### src/rtl/mvb_loopback_tester_if.sv
// MVB loopback tester bus: encoder TX side and decoder RX side.
// master = tester, slave = encoder/decoder loopback path.
interface mvb_loopback_tester_if #(
  parameter int DATA_W = 16,
  parameter int LEN_W  = 7
);
  logic              enc_wr_en;
  logic [DATA_W-1:0] enc_wr_data;
  logic              send_frame;
  logic [LEN_W-1:0]  frame_length;
  logic              s_frame;
  logic              m_frame;
  logic              dec_frame_over;
  logic              dec_err;
  logic              dec_rd_en;
  logic [DATA_W-1:0] dec_rd_data;

  modport master (
    output enc_wr_en, enc_wr_data, send_frame,
    output frame_length, s_frame, m_frame,
    output dec_rd_en,
    input  dec_frame_over, dec_err, dec_rd_data
  );

  modport slave (
    input  enc_wr_en, enc_wr_data, send_frame,
    input  frame_length, s_frame, m_frame,
    input  dec_rd_en,
    output dec_frame_over, dec_err, dec_rd_data
  );
endinterface

### src/rtl/mvb_loopback_tester.sv
// MVB loopback traffic generator and checker.
// Fills TX FIFO with a pattern frame, sends, drains RX FIFO and compares.
module mvb_loopback_tester #(
  parameter int              DATA_W     = 16,
  parameter int              MAX_WORDS  = 32,
  parameter int              LEN_W      = 7,
  parameter logic [DATA_W-1:0] SEED     = 'h7EC3,
  parameter int              GAP_CYCLES = 2000,
  parameter int              TIMEOUT    = 65535,
  localparam int             CW = $clog2(MAX_WORDS+1),
  localparam int             IW = $clog2(MAX_WORDS)
) (
  input  logic              clk,
  input  logic              rst,
  input  logic              start,
  input  logic              stop,
  input  logic [15:0]       num_frames,
  input  logic [CW-1:0]     word_count,
  input  logic [1:0]        mode,
  input  logic              m_sel,
  mvb_loopback_tester_if.master bus,
  output logic              busy,
  output logic [15:0]       frame_cnt,
  output logic [15:0]       fail_cnt,
  output logic [15:0]       word_err_cnt,
  output logic [IW-1:0]     last_bad_idx,
  output logic [DATA_W-1:0] last_bad_data
);

  localparam int TMAX = (TIMEOUT > GAP_CYCLES) ? TIMEOUT : GAP_CYCLES;
  localparam int TW   = $clog2(TMAX+1);

  typedef enum logic [2:0] {
    S_IDLE, S_FILL, S_SEND, S_WAIT, S_READ, S_GAP
  } state_t;

  localparam logic [DATA_W-1:0] ONE = 1;

  function automatic logic [DATA_W-1:0] lfsr(
    input logic [DATA_W-1:0] s
  );
    return {s[DATA_W-2:0],
            s[DATA_W-1] ^ s[DATA_W-3] ^ s[DATA_W-4] ^ s[DATA_W-6]};
  endfunction

  function automatic logic [DATA_W-1:0] step_g(
    input logic [1:0]        m,
    input logic [DATA_W-1:0] g
  );
    logic [DATA_W-1:0] r;
    r = g;
    unique case (1'b1)
      (m == 2'd0): r = g + ONE;
      (m == 2'd2): r = lfsr(g);
      default:     r = g;
    endcase
    return r;
  endfunction

  function automatic logic [DATA_W-1:0] rot(
    input logic [DATA_W-1:0] w
  );
    return {w[DATA_W-2:0], w[DATA_W-1]};
  endfunction

  // walking-one keeps its own one-hot; other modes live in g
  function automatic logic [DATA_W-1:0] pat(
    input logic [1:0]        m,
    input logic [DATA_W-1:0] g,
    input logic [DATA_W-1:0] w
  );
    return (m == 2'd1) ? (SEED ^ w) : g;
  endfunction

  function automatic logic [15:0] sat(input logic [15:0] x);
    return (x == 16'hFFFF) ? x : x + 16'd1;
  endfunction

  state_t            st_q, st_d;
  logic [CW-1:0]     n_q, n_d;
  logic [1:0]        md_q, md_d;
  logic              wr_en_q, wr_en_d;
  logic [DATA_W-1:0] wr_data_q, wr_data_d;
  logic              send_q, send_d;
  logic [LEN_W-1:0]  flen_q, flen_d;
  logic              sf_q, sf_d;
  logic              mf_q, mf_d;
  logic              rd_en_q, rd_en_d;
  logic              cmp_v_q, cmp_v_d;
  logic [CW-1:0]     cnt_q, cnt_d;
  logic [CW-1:0]     cidx_q, cidx_d;
  logic [DATA_W-1:0] g_q, g_d;
  logic [DATA_W-1:0] w_q, w_d;
  logic [TW-1:0]     tmr_q, tmr_d;
  logic              fo_prev_q, fo_prev_d;
  logic              fail_q, fail_d;
  logic [15:0]       fc_q, fc_d;
  logic [15:0]       failc_q, failc_d;
  logic [15:0]       werr_q, werr_d;
  logic [IW-1:0]     lbi_q, lbi_d;
  logic [DATA_W-1:0] lbd_q, lbd_d;
  logic              busy_q, busy_d;

  logic              go_fill;
  logic [1:0]        fm;
  logic [CW-1:0]     wc_clamp;
  logic [DATA_W-1:0] exp_w;
  logic              mis;

  always_comb begin
    wc_clamp = word_count;
    if (word_count == '0) begin
      wc_clamp = CW'(1);
    end else if (word_count > CW'(MAX_WORDS)) begin
      wc_clamp = CW'(MAX_WORDS);
    end
  end

  always_comb begin
    st_d      = st_q;
    n_d       = n_q;
    md_d      = md_q;
    wr_en_d   = wr_en_q;
    wr_data_d = wr_data_q;
    send_d    = 1'b0;
    flen_d    = flen_q;
    sf_d      = sf_q;
    mf_d      = mf_q;
    rd_en_d   = rd_en_q;
    cmp_v_d   = rd_en_q;
    cnt_d     = cnt_q;
    cidx_d    = cidx_q;
    g_d       = g_q;
    w_d       = w_q;
    tmr_d     = tmr_q;
    fo_prev_d = bus.dec_frame_over;
    fail_d    = fail_q;
    fc_d      = fc_q;
    failc_d   = failc_q;
    werr_d    = werr_q;
    lbi_d     = lbi_q;
    lbd_d     = lbd_q;
    go_fill   = 1'b0;
    fm        = (st_q == S_IDLE) ? mode : md_q;
    exp_w     = pat(md_q, g_q, w_q);
    mis       = cmp_v_q && (bus.dec_rd_data != exp_w);

    unique case (st_q)
      S_IDLE: begin
        if (start) begin
          n_d     = wc_clamp;
          md_d    = mode;
          sf_d    = ~m_sel;
          mf_d    = m_sel;
          flen_d  = LEN_W'(wc_clamp);
          fc_d    = '0;
          failc_d = '0;
          werr_d  = '0;
          lbi_d   = '0;
          lbd_d   = '0;
          go_fill = 1'b1;
        end
      end
      S_FILL: begin
        if (cnt_q == n_q - CW'(1)) begin
          wr_en_d = 1'b0;
          send_d  = 1'b1;
          st_d    = S_SEND;
        end else begin
          cnt_d     = cnt_q + CW'(1);
          wr_data_d = pat(md_q, g_q, w_q);
          g_d       = step_g(md_q, g_q);
          w_d       = rot(w_q);
        end
      end
      S_SEND: begin
        st_d  = S_WAIT;
        tmr_d = '0;
      end
      S_WAIT: begin
        if (bus.dec_err) begin
          fail_d = 1'b1;
        end
        if (bus.dec_frame_over && !fo_prev_q) begin
          st_d    = S_READ;
          rd_en_d = 1'b1;
          cnt_d   = '0;
          cidx_d  = '0;
          g_d     = SEED;
          w_d     = ONE;
        end else if (tmr_q == TW'(TIMEOUT-1)) begin
          st_d    = S_GAP;
          tmr_d   = '0;
          fc_d    = sat(fc_q);
          failc_d = sat(failc_q);
        end else begin
          tmr_d = tmr_q + TW'(1);
        end
      end
      S_READ: begin
        if (rd_en_q) begin
          if (cnt_q == n_q - CW'(1)) begin
            rd_en_d = 1'b0;
          end else begin
            cnt_d = cnt_q + CW'(1);
          end
        end
        // compare trails the read strobe by one clock
        if (cmp_v_q) begin
          g_d    = step_g(md_q, g_q);
          w_d    = rot(w_q);
          cidx_d = cidx_q + CW'(1);
          if (mis) begin
            werr_d = sat(werr_q);
            lbi_d  = cidx_q[IW-1:0];
            lbd_d  = bus.dec_rd_data;
            fail_d = 1'b1;
          end
          if (cidx_q == n_q - CW'(1)) begin
            fc_d  = sat(fc_q);
            st_d  = S_GAP;
            tmr_d = '0;
            if (fail_q || mis) begin
              failc_d = sat(failc_q);
            end
          end
        end
      end
      S_GAP: begin
        if (tmr_q == TW'(GAP_CYCLES-1)) begin
          if (stop || (num_frames != 16'd0 && fc_q == num_frames)) begin
            st_d = S_IDLE;
          end else begin
            go_fill = 1'b1;
          end
        end else begin
          tmr_d = tmr_q + TW'(1);
        end
      end
      default: st_d = S_IDLE;
    endcase

    if (go_fill) begin
      st_d      = S_FILL;
      wr_en_d   = 1'b1;
      cnt_d     = '0;
      fail_d    = 1'b0;
      wr_data_d = pat(fm, SEED, ONE);
      g_d       = step_g(fm, SEED);
      w_d       = rot(ONE);
    end

    busy_d = (st_d != S_IDLE);
  end

  always_ff @(posedge clk or negedge rst) begin
    if (!rst) begin
      st_q      <= S_IDLE;
      n_q       <= '0;
      md_q      <= '0;
      wr_en_q   <= 1'b0;
      wr_data_q <= '0;
      send_q    <= 1'b0;
      flen_q    <= '0;
      sf_q      <= 1'b1;
      mf_q      <= 1'b0;
      rd_en_q   <= 1'b0;
      cmp_v_q   <= 1'b0;
      cnt_q     <= '0;
      cidx_q    <= '0;
      g_q       <= '0;
      w_q       <= '0;
      tmr_q     <= '0;
      fo_prev_q <= 1'b0;
      fail_q    <= 1'b0;
      fc_q      <= '0;
      failc_q   <= '0;
      werr_q    <= '0;
      lbi_q     <= '0;
      lbd_q     <= '0;
      busy_q    <= 1'b0;
    end else begin
      st_q      <= st_d;
      n_q       <= n_d;
      md_q      <= md_d;
      wr_en_q   <= wr_en_d;
      wr_data_q <= wr_data_d;
      send_q    <= send_d;
      flen_q    <= flen_d;
      sf_q      <= sf_d;
      mf_q      <= mf_d;
      rd_en_q   <= rd_en_d;
      cmp_v_q   <= cmp_v_d;
      cnt_q     <= cnt_d;
      cidx_q    <= cidx_d;
      g_q       <= g_d;
      w_q       <= w_d;
      tmr_q     <= tmr_d;
      fo_prev_q <= fo_prev_d;
      fail_q    <= fail_d;
      fc_q      <= fc_d;
      failc_q   <= failc_d;
      werr_q    <= werr_d;
      lbi_q     <= lbi_d;
      lbd_q     <= lbd_d;
      busy_q    <= busy_d;
    end
  end

  assign bus.enc_wr_en    = wr_en_q;
  assign bus.enc_wr_data  = wr_data_q;
  assign bus.send_frame   = send_q;
  assign bus.frame_length = flen_q;
  assign bus.s_frame      = sf_q;
  assign bus.m_frame      = mf_q;
  assign bus.dec_rd_en    = rd_en_q;
  assign busy             = busy_q;
  assign frame_cnt        = fc_q;
  assign fail_cnt         = failc_q;
  assign word_err_cnt     = werr_q;
  assign last_bad_idx     = lbi_q;
  assign last_bad_data    = lbd_q;

endmodule

### src/flat_wrapper.sv
// flat-port wrapper written by rule: the top's interface ports become plain ports
module mvb_loopback_tester_flat 
#(
  parameter int              DATA_W     = 16,
  parameter int              MAX_WORDS  = 32,
  parameter int              LEN_W      = 7,
  parameter logic [DATA_W-1:0] SEED     = 'h7EC3,
  parameter int              GAP_CYCLES = 2000,
  parameter int              TIMEOUT    = 65535,
  localparam int             CW = $clog2(MAX_WORDS+1),
  localparam int             IW = $clog2(MAX_WORDS)
)
  (clk, rst, start, stop, num_frames, word_count, mode, m_sel, busy, frame_cnt, fail_cnt, word_err_cnt, last_bad_idx, last_bad_data, bus_enc_wr_en, bus_enc_wr_data, bus_send_frame, bus_frame_length, bus_s_frame, bus_m_frame, bus_dec_rd_en, bus_dec_frame_over, bus_dec_err, bus_dec_rd_data);
  mvb_loopback_tester_if #(.DATA_W(DATA_W), .LEN_W(LEN_W)) bus_i ();
  input  logic clk;
  input  logic rst;
  input  logic start;
  input  logic stop;
  input  logic [15:0] num_frames;
  input  logic [CW-1:0] word_count;
  input  logic [1:0] mode;
  input  logic m_sel;
  output logic busy;
  output logic [15:0] frame_cnt;
  output logic [15:0] fail_cnt;
  output logic [15:0] word_err_cnt;
  output logic [IW-1:0] last_bad_idx;
  output logic [DATA_W-1:0] last_bad_data;
  output wire logic [$bits(bus_i.enc_wr_en)-1:0] bus_enc_wr_en;
  output wire logic [$bits(bus_i.enc_wr_data)-1:0] bus_enc_wr_data;
  output wire logic [$bits(bus_i.send_frame)-1:0] bus_send_frame;
  output wire logic [$bits(bus_i.frame_length)-1:0] bus_frame_length;
  output wire logic [$bits(bus_i.s_frame)-1:0] bus_s_frame;
  output wire logic [$bits(bus_i.m_frame)-1:0] bus_m_frame;
  output wire logic [$bits(bus_i.dec_rd_en)-1:0] bus_dec_rd_en;
  input wire logic [$bits(bus_i.dec_frame_over)-1:0] bus_dec_frame_over;
  input wire logic [$bits(bus_i.dec_err)-1:0] bus_dec_err;
  input wire logic [$bits(bus_i.dec_rd_data)-1:0] bus_dec_rd_data;
  assign bus_enc_wr_en = bus_i.enc_wr_en;
  assign bus_enc_wr_data = bus_i.enc_wr_data;
  assign bus_send_frame = bus_i.send_frame;
  assign bus_frame_length = bus_i.frame_length;
  assign bus_s_frame = bus_i.s_frame;
  assign bus_m_frame = bus_i.m_frame;
  assign bus_dec_rd_en = bus_i.dec_rd_en;
  assign bus_i.dec_frame_over = bus_dec_frame_over;
  assign bus_i.dec_err = bus_dec_err;
  assign bus_i.dec_rd_data = bus_dec_rd_data;
  mvb_loopback_tester #(.DATA_W(DATA_W), .MAX_WORDS(MAX_WORDS), .LEN_W(LEN_W), .SEED(SEED), .GAP_CYCLES(GAP_CYCLES), .TIMEOUT(TIMEOUT)) u_core (.clk(clk), .rst(rst), .start(start), .stop(stop), .num_frames(num_frames), .word_count(word_count), .mode(mode), .m_sel(m_sel), .bus(bus_i), .busy(busy), .frame_cnt(frame_cnt), .fail_cnt(fail_cnt), .word_err_cnt(word_err_cnt), .last_bad_idx(last_bad_idx), .last_bad_data(last_bad_data));
endmodule
### config.mk
export PLATFORM = sky130hd
export DESIGN_NAME = mvb_loopback_tester_flat
export DESIGN_NICKNAME = d
export VERILOG_FILES = /design/src/rtl/mvb_loopback_tester_if.sv /design/src/rtl/mvb_loopback_tester.sv /design/src/flat_wrapper.sv
export SDC_FILE = /design/constraint.sdc
export NUM_CORES = 1
export LEC_CHECK = 0
export BUFFER_PORTS_ARGS = -buffer_cell sky130_fd_sc_hd__buf_2
export CORE_UTILIZATION = 45
export CTS_CLUSTER_SIZE = 30
export DETAILED_ROUTE_END_ITERATION = 16
export PLACE_DENSITY = 0.65
export SLEW_MARGIN = 40
export SYNTH_ARGS = -nofsm -noshare
export SYNTH_HDL_FRONTEND = slang
export SYNTH_SLANG_ARGS = --single-unit
### constraint.sdc
create_clock -name clk -period 3 [get_ports clk]
set_input_delay 0.6 -clock clk [delete_from_list [all_inputs] [get_ports clk]]
set_output_delay 0.6 -clock clk [all_outputs]
set_load 0.02 [all_outputs]
==> flow_summary.yaml <==
outcome:
  outcome: "finished clean"
synth:
  synth-seq-cells: 165
  synth_edf_count: 0
  ys_seq_area_share_pct: 43.6
  synth_compound_area_share_pct: 17.7
  yosys_warnings: 0
  synth_fa_ha_area_share_pct: 1.19
  synth_mux_area_share_pct: 1.62
  synthSimpleGateAreaFrac_pct: 25.0
  syn-cell-area_sq_um: 9470
  synthCells: 1106
  synth_top_family_by_area: "simple AND/OR/NAND/NOR gates"
  syn_nets: 1162
  syn_area_per_cell_sq_um: 8.56
  synth_cell_types: 75
  synth-main-ff-cell: "dfrtp_1"
  ys_async_sr_fraction_pct: 100
  synth_xor_xnor_area_share_pct: 6.79
pwr:
  p_comb_share_pct: 46.6
  p_seq_share_pct: 31.5
  p_leak_nw: 5.18
  clock_power_share_pct: 21.9
  vdd_drop_max_v: 0.000596
  swShare_pct: 43.9
  p_int_mw: 6.24
  power.density_nw_per_um2: 975
  power_mw: 11.1
  p_sw_mw: 4.88
timing:
  min_period_over_period_pct: 94.0
  fin_tns_setup_ns: 0
  rsz0062_at_grt: "no"
  skew_ns: 0.0115
  worst_pin_slew_ns: 0.842
  slew_viol_final: 0
  finalSetupViolCount: 0
  relSlewSlack_pct: 43.7
  period_needed_ns: 2.82
  setup_slack_ns: 0.179
  max_clock_freq_ghz: 0.355
  hold_viol_final: 0
place:
  io_buffer_count: 143
  place_ws_ns: 0.149
  place_congestion: 0.910
  hpwl_microns: 20700
finish:
  nets: 1320
  drive_gt1_share_pct: 20.1
  areaGrowthSynthToFinish_pct: 20.4
  n_fill_cell: 1887
global_route:
  grt_antenna_before_repair: 1
  grt_start_max_net_pins: 50
  grt.overflow.total: 0
  grt_pass1_wl_microns: 46500
  grt_pass1_vias: 8686
  grt_usage_pct: 27.2
floorplan:
  initial_core_util_pct: 46.4
  io_pins: 145
  die_w_microns: 147
  die_area_sq_um: 21600
  coreArea_sq_um: 20400
  rows: 52
  dieHeight_microns: 147
detailed_routing:
  routed_wl_microns: 28700
  via_per_inst: 5.81
  routedWlPerCell_microns: 18.5
  postRouteAntennaNets: 0
  firstDrtPassIters: 5
  drc_errors: 0
  dr_total_vias: 8994
  drtIter0Drc: 920
cts:
  root_buffer: "clkbuf_16"
  cts_setup_buffers: 0
  cts_buffer_depth: 2
  path_clk_slew_ns: 0.07
  tritoncts: "built"
  cts_buffers: 17
  cts.sinks: 165
  insertion_delay_ns: 0.45
  h-tree-depth: 4
worst_setup_path:
  max_stage_delay_ns: 0.54
  path_cells: "nand2b_2 > buf_4 > mux2i_1 > xnor2_1 > nor4b_1 > buf_4 > nand4_1 > buf_4 > nand2_2 > or4_1 > a21oi_1"
  worstSetupStartpoint: "u_core.md_q[1]"
  crit_slowest_cell: "or4_1"
  cp_max_fo: 12
  r2r-start: "u_core.md_q[1]"
  startpoint_type: "register"
  endpoint_kind: "register"
  critPathKind: "register to register"
  cp.required_ns: 3.37
  crit_arrival_ns: 3.19
  cp_common_cell: "buf_4"
run:
  drv_cap: 0
min_path:
  hold_path_class: "input pin to async pin"
[cell usage in the layout (no fill, tap or decap), types with 4 or more instances in the layout]
master / synthesis / routed
a21o_1: 4 / 4
a21oi_1: 51 / 51
a221oi_1: 5 / 5
a31oi_1: 15 / 14
a41oi_1: 4 / 4
and2_1: 6 / 7
and3_1: 22 / 22
buf_2: 17 / 142
buf_4: 4 / 56
bufinv_16: 0 / 4
clkbuf_16: 0 / 17
dfrtp_1: 164 / 164
ha_1: 9 / 9
inv_1: 29 / 29
inv_6: 0 / 4
mux2i_1: 12 / 12
nand2_1: 168 / 168
nand2b_1: 21 / 20
nand3_1: 54 / 54
nand3b_1: 7 / 7
nand4_1: 27 / 27
nor2_1: 92 / 91
nor2b_1: 10 / 10
nor3_1: 30 / 30
nor3b_1: 4 / 4
nor4_1: 19 / 19
o211ai_1: 15 / 15
o21a_1: 6 / 6
o21ai_0: 103 / 103
o21bai_1: 4 / 4
o22ai_1: 4 / 4
o311ai_0: 4 / 4
o31ai_1: 25 / 25
o41ai_1: 4 / 4
or4_1: 5 / 5
xnor2_1: 29 / 29
xnor3_1: 6 / 6
xor2_1: 29 / 29
[final timing paths]
| kind | cells past startpoint | slack [ns] | endpoint |
|---|---|---|---|
| max | 11 | 0.18 | u_core.word_err_cnt[15] |
| min | 1 | 0.07 | u_core.bus.m_frame |
| max reg2reg | 11 | 0.18 | u_core.word_err_cnt[15] |
| min reg2reg | 2 | 0.47 | u_core.last_bad_data[5] |
| max in group asynchronous | 2 | 2.14 | u_core.last_bad_data[9] |
| min in group clk | 1 | 0.31 | u_core.fo_prev_q |
[cell type report]
class | count | area [sq um] | area share [%]
Multi-Input combinational cell | 847 | 4960 | 43.5
Sequential cell | 165 | 4130 | 36.2
Timing Repair Buffer | 203 | 1210 | 10.6
Clock buffer | 17 | 425 | 3.73
Tap cell | 270 | 338 | 2.96
Clock inverter | 15 | 219 | 1.92
Inverter | 30 | 113 | 0.987
Antenna cell | 1 | 2.50 | 0.0219
[critical path, delay by kind of cell (launching register included)]
family / cells / cell delay (ns)
buf+inv: 3 / 0.55
compound gates: 1 / 0.16
mux: 1 / 0.27
simple gates: 5 / 1.18
flops: 1 / 0.41
xor+xnor: 1 / 0.17
[synth_stat cells, drive strengths merged, types with 23 or more instances]
master	n	area, sq um
o21ai	107	543
dfrtp	164	4100
inv	30	113
clkbuf	41	154
xnor2	29	254
nor2	92	345
nand2	169	637
o31ai	25	188
nand3	55	280
a21oi	51	255
nand4	27	169
nor3	31	160
buf	23	123
xor2	29	254
[registers in the layout, indices dropped and copies added, names as in the netlist, 2 cells and up]
| register | cells |
|---|---|
| u_core.w_q | 16 |
| u_core.n_q | 6 |
| u_core.md_q | 2 |
| u_core.fail_cnt | 16 |
| u_core.bus.enc_wr_data | 16 |
| u_core.cnt_q | 6 |
| u_core.cidx_q | 6 |
| u_core.tmr_q | 16 |
| u_core.last_bad_data | 16 |
| u_core.frame_cnt | 16 |
| u_core.last_bad_idx | 5 |
| u_core.g_q | 16 |
| u_core.word_err_cnt | 16 |
| u_core.st_q | 3 |
[routing by layer]
layer	wire length, microns	GRT usage, %
met5	0	0
met2	12700	40.6
met4	559	8.76
met3	1840	4.69
met1	13500	39.8
[power groups by stage]
stage	clock [mW]	sequential, mW	combinational (mW)
2_1_floorplan	0	3.48	3.35
3_3_place_gp	0	3.50	5.03
3_5_place_dp	0	3.52	5.11
4_1_cts	2.45	3.48	5.15
5_1_grt	2.55	3.57	5.74
6_report	2.43	3.50	5.18
[stage by stage]
| stage | hold WS [ns] | cell area, sq um | utilization [%] | instances |
|---|---|---|---|---|
| 6_report | 0.0726 | 11400 | 55.8 | 1548 |
| 5_1_grt | 0.0905 | 11400 | 55.8 | 1548 |
| 4_1_cts | 0.0842 | 11400 | 55.8 | 1547 |
| 3_5_place_dp | 0.465 | 10800 | 52.6 | 1515 |
| 3_3_place_gp | 0.456 | 10800 | 52.6 | 1515 |
| 2_1_floorplan | 0.304 | 9470 | - | 1106 |
[logic make-up after synthesis]
family / after synthesis
flip-flops: 165
multiplexers: 15
adder cells (fa/ha/maj): 9
buffers and inverters: 94
AND/OR/NAND/NOR: 487
AO/OA/AOI/OAI: 271
XOR/XNOR: 64
other: 1
[repair_timing]
action                     in CTS  in global routing
hold buffers                    0                  0
resized for setup               0                  3
setup endpoints to repair       0                 47
Note: power is estimated with default switching activity, not from simulation.
